===== src/rtl/ram_fifo_ctrl_pkg.sv =====
// Shared sizing constants and helpers for the RAM-backed FIFO controller.
package fifo_ctrl_pkg;

  localparam int WIDTH_DEF    = 8;
  localparam int DEPTH_DEF    = 4;
  localparam int OBUF_ENTRIES = 2;
  localparam int OBUF_CW      = $clog2(OBUF_ENTRIES + 1);

  function automatic int unsigned fifo_entries(input int unsigned depth);
    return 32'd1 << depth;
  endfunction

endpackage


===== src/rtl/ram_fifo_ctrl_out_skid_buf.sv =====
// Two-entry FIFO that absorbs RAM read data so the read stream can stall
// without losing a word already in flight from the RAM.
module out_skid_buf
  import fifo_ctrl_pkg::*;
#(
  parameter int WIDTH = WIDTH_DEF
) (
  input  logic               clk,
  input  logic               rst,
  input  logic               capture,
  input  logic [WIDTH-1:0]   cap_data,
  input  logic               pop,
  output logic [OBUF_CW-1:0] buf_cnt,
  output logic               out_valid,
  output logic [WIDTH-1:0]   out_data
);

  logic [WIDTH-1:0]   ent0_q, ent0_d;
  logic [WIDTH-1:0]   ent1_q, ent1_d;
  logic [OBUF_CW-1:0] cnt_q, cnt_d;
  logic               out_valid_q, out_valid_d;

  // The head is released before the capture lands, so a word captured during
  // a pop from a one-deep buffer becomes the new head directly.
  always_comb begin
    ent0_d = ent0_q;
    ent1_d = ent1_q;
    cnt_d  = cnt_q;
    if (pop && (cnt_q != '0)) begin
      ent0_d = ent1_q;
      cnt_d  = cnt_q - OBUF_CW'(1);
    end
    if (capture) begin
      if (cnt_d == '0) begin
        ent0_d = cap_data;
      end else begin
        ent1_d = cap_data;
      end
      cnt_d = cnt_d + OBUF_CW'(1);
    end
    out_valid_d = (cnt_d != '0);
  end

  always_ff @(posedge clk) begin
    if (rst) begin
      ent0_q      <= '0;
      ent1_q      <= '0;
      cnt_q       <= '0;
      out_valid_q <= 1'b0;
    end else begin
      ent0_q      <= ent0_d;
      ent1_q      <= ent1_d;
      cnt_q       <= cnt_d;
      out_valid_q <= out_valid_d;
    end
  end

  assign buf_cnt   = cnt_q;
  assign out_valid = out_valid_q;
  assign out_data  = ent0_q;

endmodule


===== src/rtl/ram_fifo_ctrl.sv =====
// Turns a 2**DEPTH x WIDTH dual-port RAM into a synchronous valid/ready FIFO.
// Build option FIFO_AFULL_EN adds a registered almost_full flag at AFULL_THRESH.
module ram_fifo_ctrl
  import fifo_ctrl_pkg::*;
#(
  parameter int WIDTH = WIDTH_DEF,
  parameter int DEPTH = DEPTH_DEF
`ifdef FIFO_AFULL_EN
  ,
  parameter int AFULL_THRESH = 12
`endif
) (
  input  logic             clk,
  input  logic             rst,
  input  logic             in_valid,
  output logic             in_ready,
  input  logic [WIDTH-1:0] in_data,
  output logic             out_valid,
  input  logic             out_ready,
  output logic [WIDTH-1:0] out_data,
  output logic             ram_wr_en,
  output logic [DEPTH-1:0] ram_wr_addr,
  output logic [WIDTH-1:0] ram_wr_data,
  output logic             ram_rd_en,
  output logic [DEPTH-1:0] ram_rd_addr,
  input  logic [WIDTH-1:0] ram_rd_data,
  output logic [DEPTH+1:0] level
`ifdef FIFO_AFULL_EN
  ,
  output logic             almost_full
`endif
);

  localparam int          ENTRIES  = fifo_entries(DEPTH);
  localparam logic [DEPTH:0] FULL_CNT = ENTRIES[DEPTH:0];

  logic [DEPTH-1:0]   wr_ptr_q, wr_ptr_d;
  logic [DEPTH-1:0]   rd_ptr_q, rd_ptr_d;
  logic [DEPTH:0]     ram_cnt_q, ram_cnt_d;
  logic               rd_pending_q, rd_pending_d;
  logic [DEPTH+1:0]   level_q, level_d;
  logic [OBUF_CW-1:0] buf_cnt, buf_cnt_d;
  logic [OBUF_CW:0]   obuf_claim;
  logic               push, pop, rd_issue;

  assign in_ready = (ram_cnt_q != FULL_CNT);
  assign push     = in_valid && in_ready;
  assign pop      = out_valid && out_ready;

  // Only issue a read if the buffer has a free slot for its data next cycle,
  // counting the word already in flight and the one leaving this cycle.
  assign obuf_claim = {1'b0, buf_cnt} + {{OBUF_CW{1'b0}}, rd_pending_q};
  assign rd_issue   = (ram_cnt_q != '0) &&
                      (obuf_claim < (OBUF_ENTRIES[OBUF_CW:0] + {{OBUF_CW{1'b0}}, pop}));

  assign ram_wr_en   = push;
  assign ram_wr_addr = wr_ptr_q;
  assign ram_wr_data = in_data;
  assign ram_rd_en   = rd_issue;
  assign ram_rd_addr = rd_ptr_q;

  always_comb begin
    wr_ptr_d     = push ? wr_ptr_q + DEPTH'(1) : wr_ptr_q;
    rd_ptr_d     = rd_issue ? rd_ptr_q + DEPTH'(1) : rd_ptr_q;
    ram_cnt_d    = ram_cnt_q + {{DEPTH{1'b0}}, push} - {{DEPTH{1'b0}}, rd_issue};
    rd_pending_d = rd_issue;
    buf_cnt_d    = buf_cnt + {{(OBUF_CW-1){1'b0}}, rd_pending_q}
                           - {{(OBUF_CW-1){1'b0}}, pop};
    level_d      = {1'b0, ram_cnt_d}
                 + {{(DEPTH+2-OBUF_CW){1'b0}}, buf_cnt_d}
                 + {{(DEPTH+1){1'b0}}, rd_pending_d};
  end

  always_ff @(posedge clk) begin
    if (rst) begin
      wr_ptr_q     <= '0;
      rd_ptr_q     <= '0;
      ram_cnt_q    <= '0;
      rd_pending_q <= 1'b0;
      level_q      <= '0;
    end else begin
      wr_ptr_q     <= wr_ptr_d;
      rd_ptr_q     <= rd_ptr_d;
      ram_cnt_q    <= ram_cnt_d;
      rd_pending_q <= rd_pending_d;
      level_q      <= level_d;
    end
  end

  assign level = level_q;

  // Reset clears rd_pending_q, so data returning for a pre-reset read is dropped.
  out_skid_buf #(
    .WIDTH (WIDTH)
  ) u_obuf (
    .clk       (clk),
    .rst       (rst),
    .capture   (rd_pending_q),
    .cap_data  (ram_rd_data),
    .pop       (pop),
    .buf_cnt   (buf_cnt),
    .out_valid (out_valid),
    .out_data  (out_data)
  );

`ifdef FIFO_AFULL_EN
  localparam logic [DEPTH+1:0] AFULL_LVL = (DEPTH+2)'(AFULL_THRESH);

  logic almost_full_q, almost_full_d;

  assign almost_full_d = (level_d >= AFULL_LVL);

  always_ff @(posedge clk) begin
    if (rst) begin
      almost_full_q <= 1'b0;
    end else begin
      almost_full_q <= almost_full_d;
    end
  end

  assign almost_full = almost_full_q;
`endif

endmodule


===== config.mk =====
export PLATFORM = sky130hd
export DESIGN_NAME = ram_fifo_ctrl
export DESIGN_NICKNAME = d
export VERILOG_FILES = /design/src/rtl/ram_fifo_ctrl_pkg.sv /design/src/rtl/ram_fifo_ctrl_out_skid_buf.sv /design/src/rtl/ram_fifo_ctrl.sv
export SDC_FILE = /design/constraint.sdc
export NUM_CORES = 1
export LEC_CHECK = 0
export CAP_MARGIN = 20
export CORE_UTILIZATION = 44
export CTS_BUF_LIST = sky130_fd_sc_hd__clkbuf_4 sky130_fd_sc_hd__clkbuf_8
export CTS_CLUSTER_DIAMETER = 80
export CTS_CLUSTER_SIZE = 14
export DETAILED_ROUTE_END_ITERATION = 12
export MAX_ROUTING_LAYER = met4
export PLACE_DENSITY_LB_ADDON = 0.05
export SYNTH_ARGS = -nofsm -noshare
export SYNTH_HDL_FRONTEND = slang
export SYNTH_SLANG_ARGS = --single-unit

===== constraint.sdc =====
create_clock -name clk -period 3.36 [get_ports clk]
set_clock_uncertainty 0.2 [all_clocks]
set_input_delay 0.504 -clock clk [delete_from_list [all_inputs] [get_ports clk]]
set_output_delay 0.504 -clock clk [all_outputs]
set_load 0.02 [all_outputs]

==> results.md <==
* Antenna Cells at 0
* Initial Utilization at 0.4644
* Post-layout nets at 284
* Hold Crit Class: register to register
* Worst vdd ir at between 0.5 and 0.6 mV
* WP buf/inv at 4
* Setup crit end kind: register
* CP Cell Sequence: inv_2 > ha_4 > nor4b_4 > buf_4 > a211oi_4 > ha_1 > inv_1 > ha_2 > fa_1 > inv_2 > fa_2 > or2_1 > or3b_1 > a21oi_2
* Routed Antenna Nets at 0
* Critical Path Stages at 14
* Cell mode on critical path: inv_2
* Layout Area Growth over Synthesis at 37.12%
* Area share of the largest cell type after synthesis at 0.4143
* FF-to-FF End: level[4]
* Crit-path slowest cell: fa_1
* Worst-path clk slew at 0.08 ns
* Maxcap violations at 0
* CP endpoint: level[4]
* CTS max path bufs at 2
* Sequential area share after synthesis at 0.4143
* GP Congestion at between 0.7 and 0.8
* Syn_area_per_cell at 9.614 um2
* Final Instance Area at ~0.0026 mm2
* Tmin final at 3.333 ns
* Finished Layout Cells at 297
* Critical Setup Path Class: register to register
* Reg2reg path depth at 14
* Relative slew slack at 0.4003
* Post-Syn Instances at approximately 200
* Clock Latency Late Sink at 0.29 ns
* Top cells by area, synth: dfxtp_1 41%, ha_1 10%, mux2i_1 9.6%, nor2_1 7.8%, xnor2_1 4.6%
* Router iterations before antenna repair at 3
* Final setup viols at 0
* Syn Nets at 234
* CTS buffer count at 5
* Post-placement cell count at about 280
* RSZ-0062 raised after global routing: true
* Die area at around 0.0045 mm2
* Worst reg2reg path startpoint: ram_cnt_q[3]
* Clock Sinks at 39
* Fin crit share at 0.9919
* Initial antenna violation count at 0
* Via-to-Cell Ratio at around 4.9
* Via count at 1446
* Global-route usage over all layers at 0.2073
* CP Launch Type: register
* CTS hold repair buffers at 0
* Crit path max fanout at 2
* Max Slew Vio Count at 0
* CP top delay family: adder cells
* Global route total overflow at 0
* Netlist cell types at 29
* Row Count at 23
* Req. time, crit path at 3.36 ns
* Post-synth top flop: dfxtp_1
* Fin. Hold Viols at 0
* Most common library cells after synthesis: 39 x dfxtp_1, 39 x nor2_1, 18 x mux2i_1, 17 x inv_1, 15 x ha_1
* Wire per inst at 13.47 um
* Port Buffers at 37
* Largest stage delay on the critical path at around 0.56 ns
* Largest net degree at the start of global routing at 24
* Die Y at a little under 70 um
* Dpl hpwl at 2965 um
* Power Density at between 1000 and 1500 mW/mm2
* Flop-to-flop setup slack at 0.03 ns
* Vias in the first global route at 1528
* Tightest Pin Transition at 0.8968 ns
* Final wirelength at 4001 um
* Core Region at slightly above 0.004 mm2
* Post-synth EDFFs at 0
* Ys async rst share at 0
* Status: complete, no violations
* Max Freq at 300.1 MHz
* Drt drc at 0
* Mapped cell area at 0.001884 mm2
* Critical path launch point: ram_cnt_q[3]
* TritonCTS clock tree: yes
* Layout cells sized above 1 at 0.1943
* Design Power at 3.512 mW
* # H-tree levels at 2
* Die width at between 60 and 70 um
* Final core utilization at 0.6368
* Seq cells post-synth at 39
* Syn. warnings at 0
* Crit path DAT at between 3 and 4 ns
* Synth area leader: dfxtp_1
* Cells on Worst Hold Path at 2
* CTS root buf: clkbuf_8
* Initial DRC Count at 34
* Dpl cell area at 0.002364 mm2
* Leakage at 1.111 nW
* First-pass GRT wire length at 6686 um
* Ports at 54
-- flip-flops by register name, indices dropped and copies added, names as in the netlist --
name              cells
level                 6
ram_cnt_q             5
ram_rd_addr           4
ram_wr_addr           4
rd_pending_q          1
u_obuf.buf_cnt        2
u_obuf.ent1_q         8
u_obuf.out_data       8
u_obuf.out_valid      1
-- cell usage in the layout (no fill, tap or decap), types with 5 or more instances in the layout --
| cell | Yosys | routed |
|---|---|---|
| xor2_1 | 5 | 5 |
| inv_1 | 17 | 14 |
| clkbuf_8 | 0 | 6 |
| a211oi_1 | 9 | 9 |
| xnor2_1 | 10 | 10 |
| mux2i_1 | 18 | 18 |
| ha_1 | 15 | 11 |
| buf_4 | 8 | 21 |
| clkdlybuf4s50_1 | 0 | 36 |
| nor2_1 | 39 | 39 |
| dfxtp_1 | 39 | 35 |
-- metal layers --
metal | share of wire | up-vias | wire, um | GRT usage
met2 | 0.49 | 26 | 1972 | 0.3513
met5 | 0 | - | 0 | -
met3 | 0.037 | 11 | 150 | 0.05068
met4 | 0.015 | 0 | 60 | 0.08777
met1 | 0.45 | 673 | 1818 | 0.2305
li1 | - | 736 | - | -
-- worst min path at each step --
| stage | start | end |
|---|---|---|
| 5_1_grt | u_obuf.ent1_q[5] | u_obuf.ent1_q[5] |
| 4_1_cts | u_obuf.ent1_q[0] | u_obuf.ent1_q[0] |
| 2_1_floorplan | u_obuf.ent1_q[0] | u_obuf.ent1_q[0] |
| 6_report | u_obuf.ent1_q[3] | u_obuf.ent1_q[3] |
| 3_3_place_gp | u_obuf.ent1_q[1] | u_obuf.ent1_q[1] |
| 3_5_place_dp | u_obuf.ent1_q[0] | u_obuf.ent1_q[0] |
-- area by class of cell --
cell class,count,area [um2]
inverter,17,63.81
clock inverter,2,35.03
multi-input combinational,125,1027
timing repair buffer,58,526.8
clock buffer,6,82.58
tap,50,62.56
fill,344,1474
sequential,39,785.8
-- worst min-delay path, stage by stage, from the launching register on --
cell	delay (ns)
dfxtp_1	0.33
mux2i_1	0.06
nor2_1	0.07
-- per-stage QoR --
stage                     hold WS, ns  worst slack, ns  setup TNS, ns
final                          0.2948          0.02729              0
after CTS                      0.3035        -0.006928      -0.006928
after global placement         0.2727          -0.2738        -0.4692
after detailed placement       0.2831          -0.3640        -0.6469
after floorplan                0.2596          -0.1592        -0.1592
after global routing           0.3411          -0.1052        -0.1052
-- what timing repair did --
item                                    4_1_cts  5_1_grt
pin swaps                                    10        4
endpoints found under the setup margin        1        1
buffers inserted                              6        1
hold endpoints to repair                      0        0
gates resized for setup                      11        2
-- logic make-up (layout without fill, tap and decap cells) --
family,after synthesis,count (layout),synth area share
and+or+nand+nor,55,55,0.1341
DFF,39,39,0.4143
buffers and inverters,32,83,0.08034
AOI/OAI and AO/OA,19,19,0.07437
adders and majority gates,18,18,0.1315
muxes,18,18,0.09562
xor gates and xnor gates,15,15,0.06972
-- report_power, final --
part / total, mW / switching [mW] / internal, mW / leakage (nW)
registers: 0.766 / 0.119 / 0.648 / 0.322
clock network: 0.402 / 0.161 / 0.240 / 0.0612
logic: 2.34 / 1.12 / 1.22 / 0.728
No activity file was read; power rests on OpenSTA's default activity.
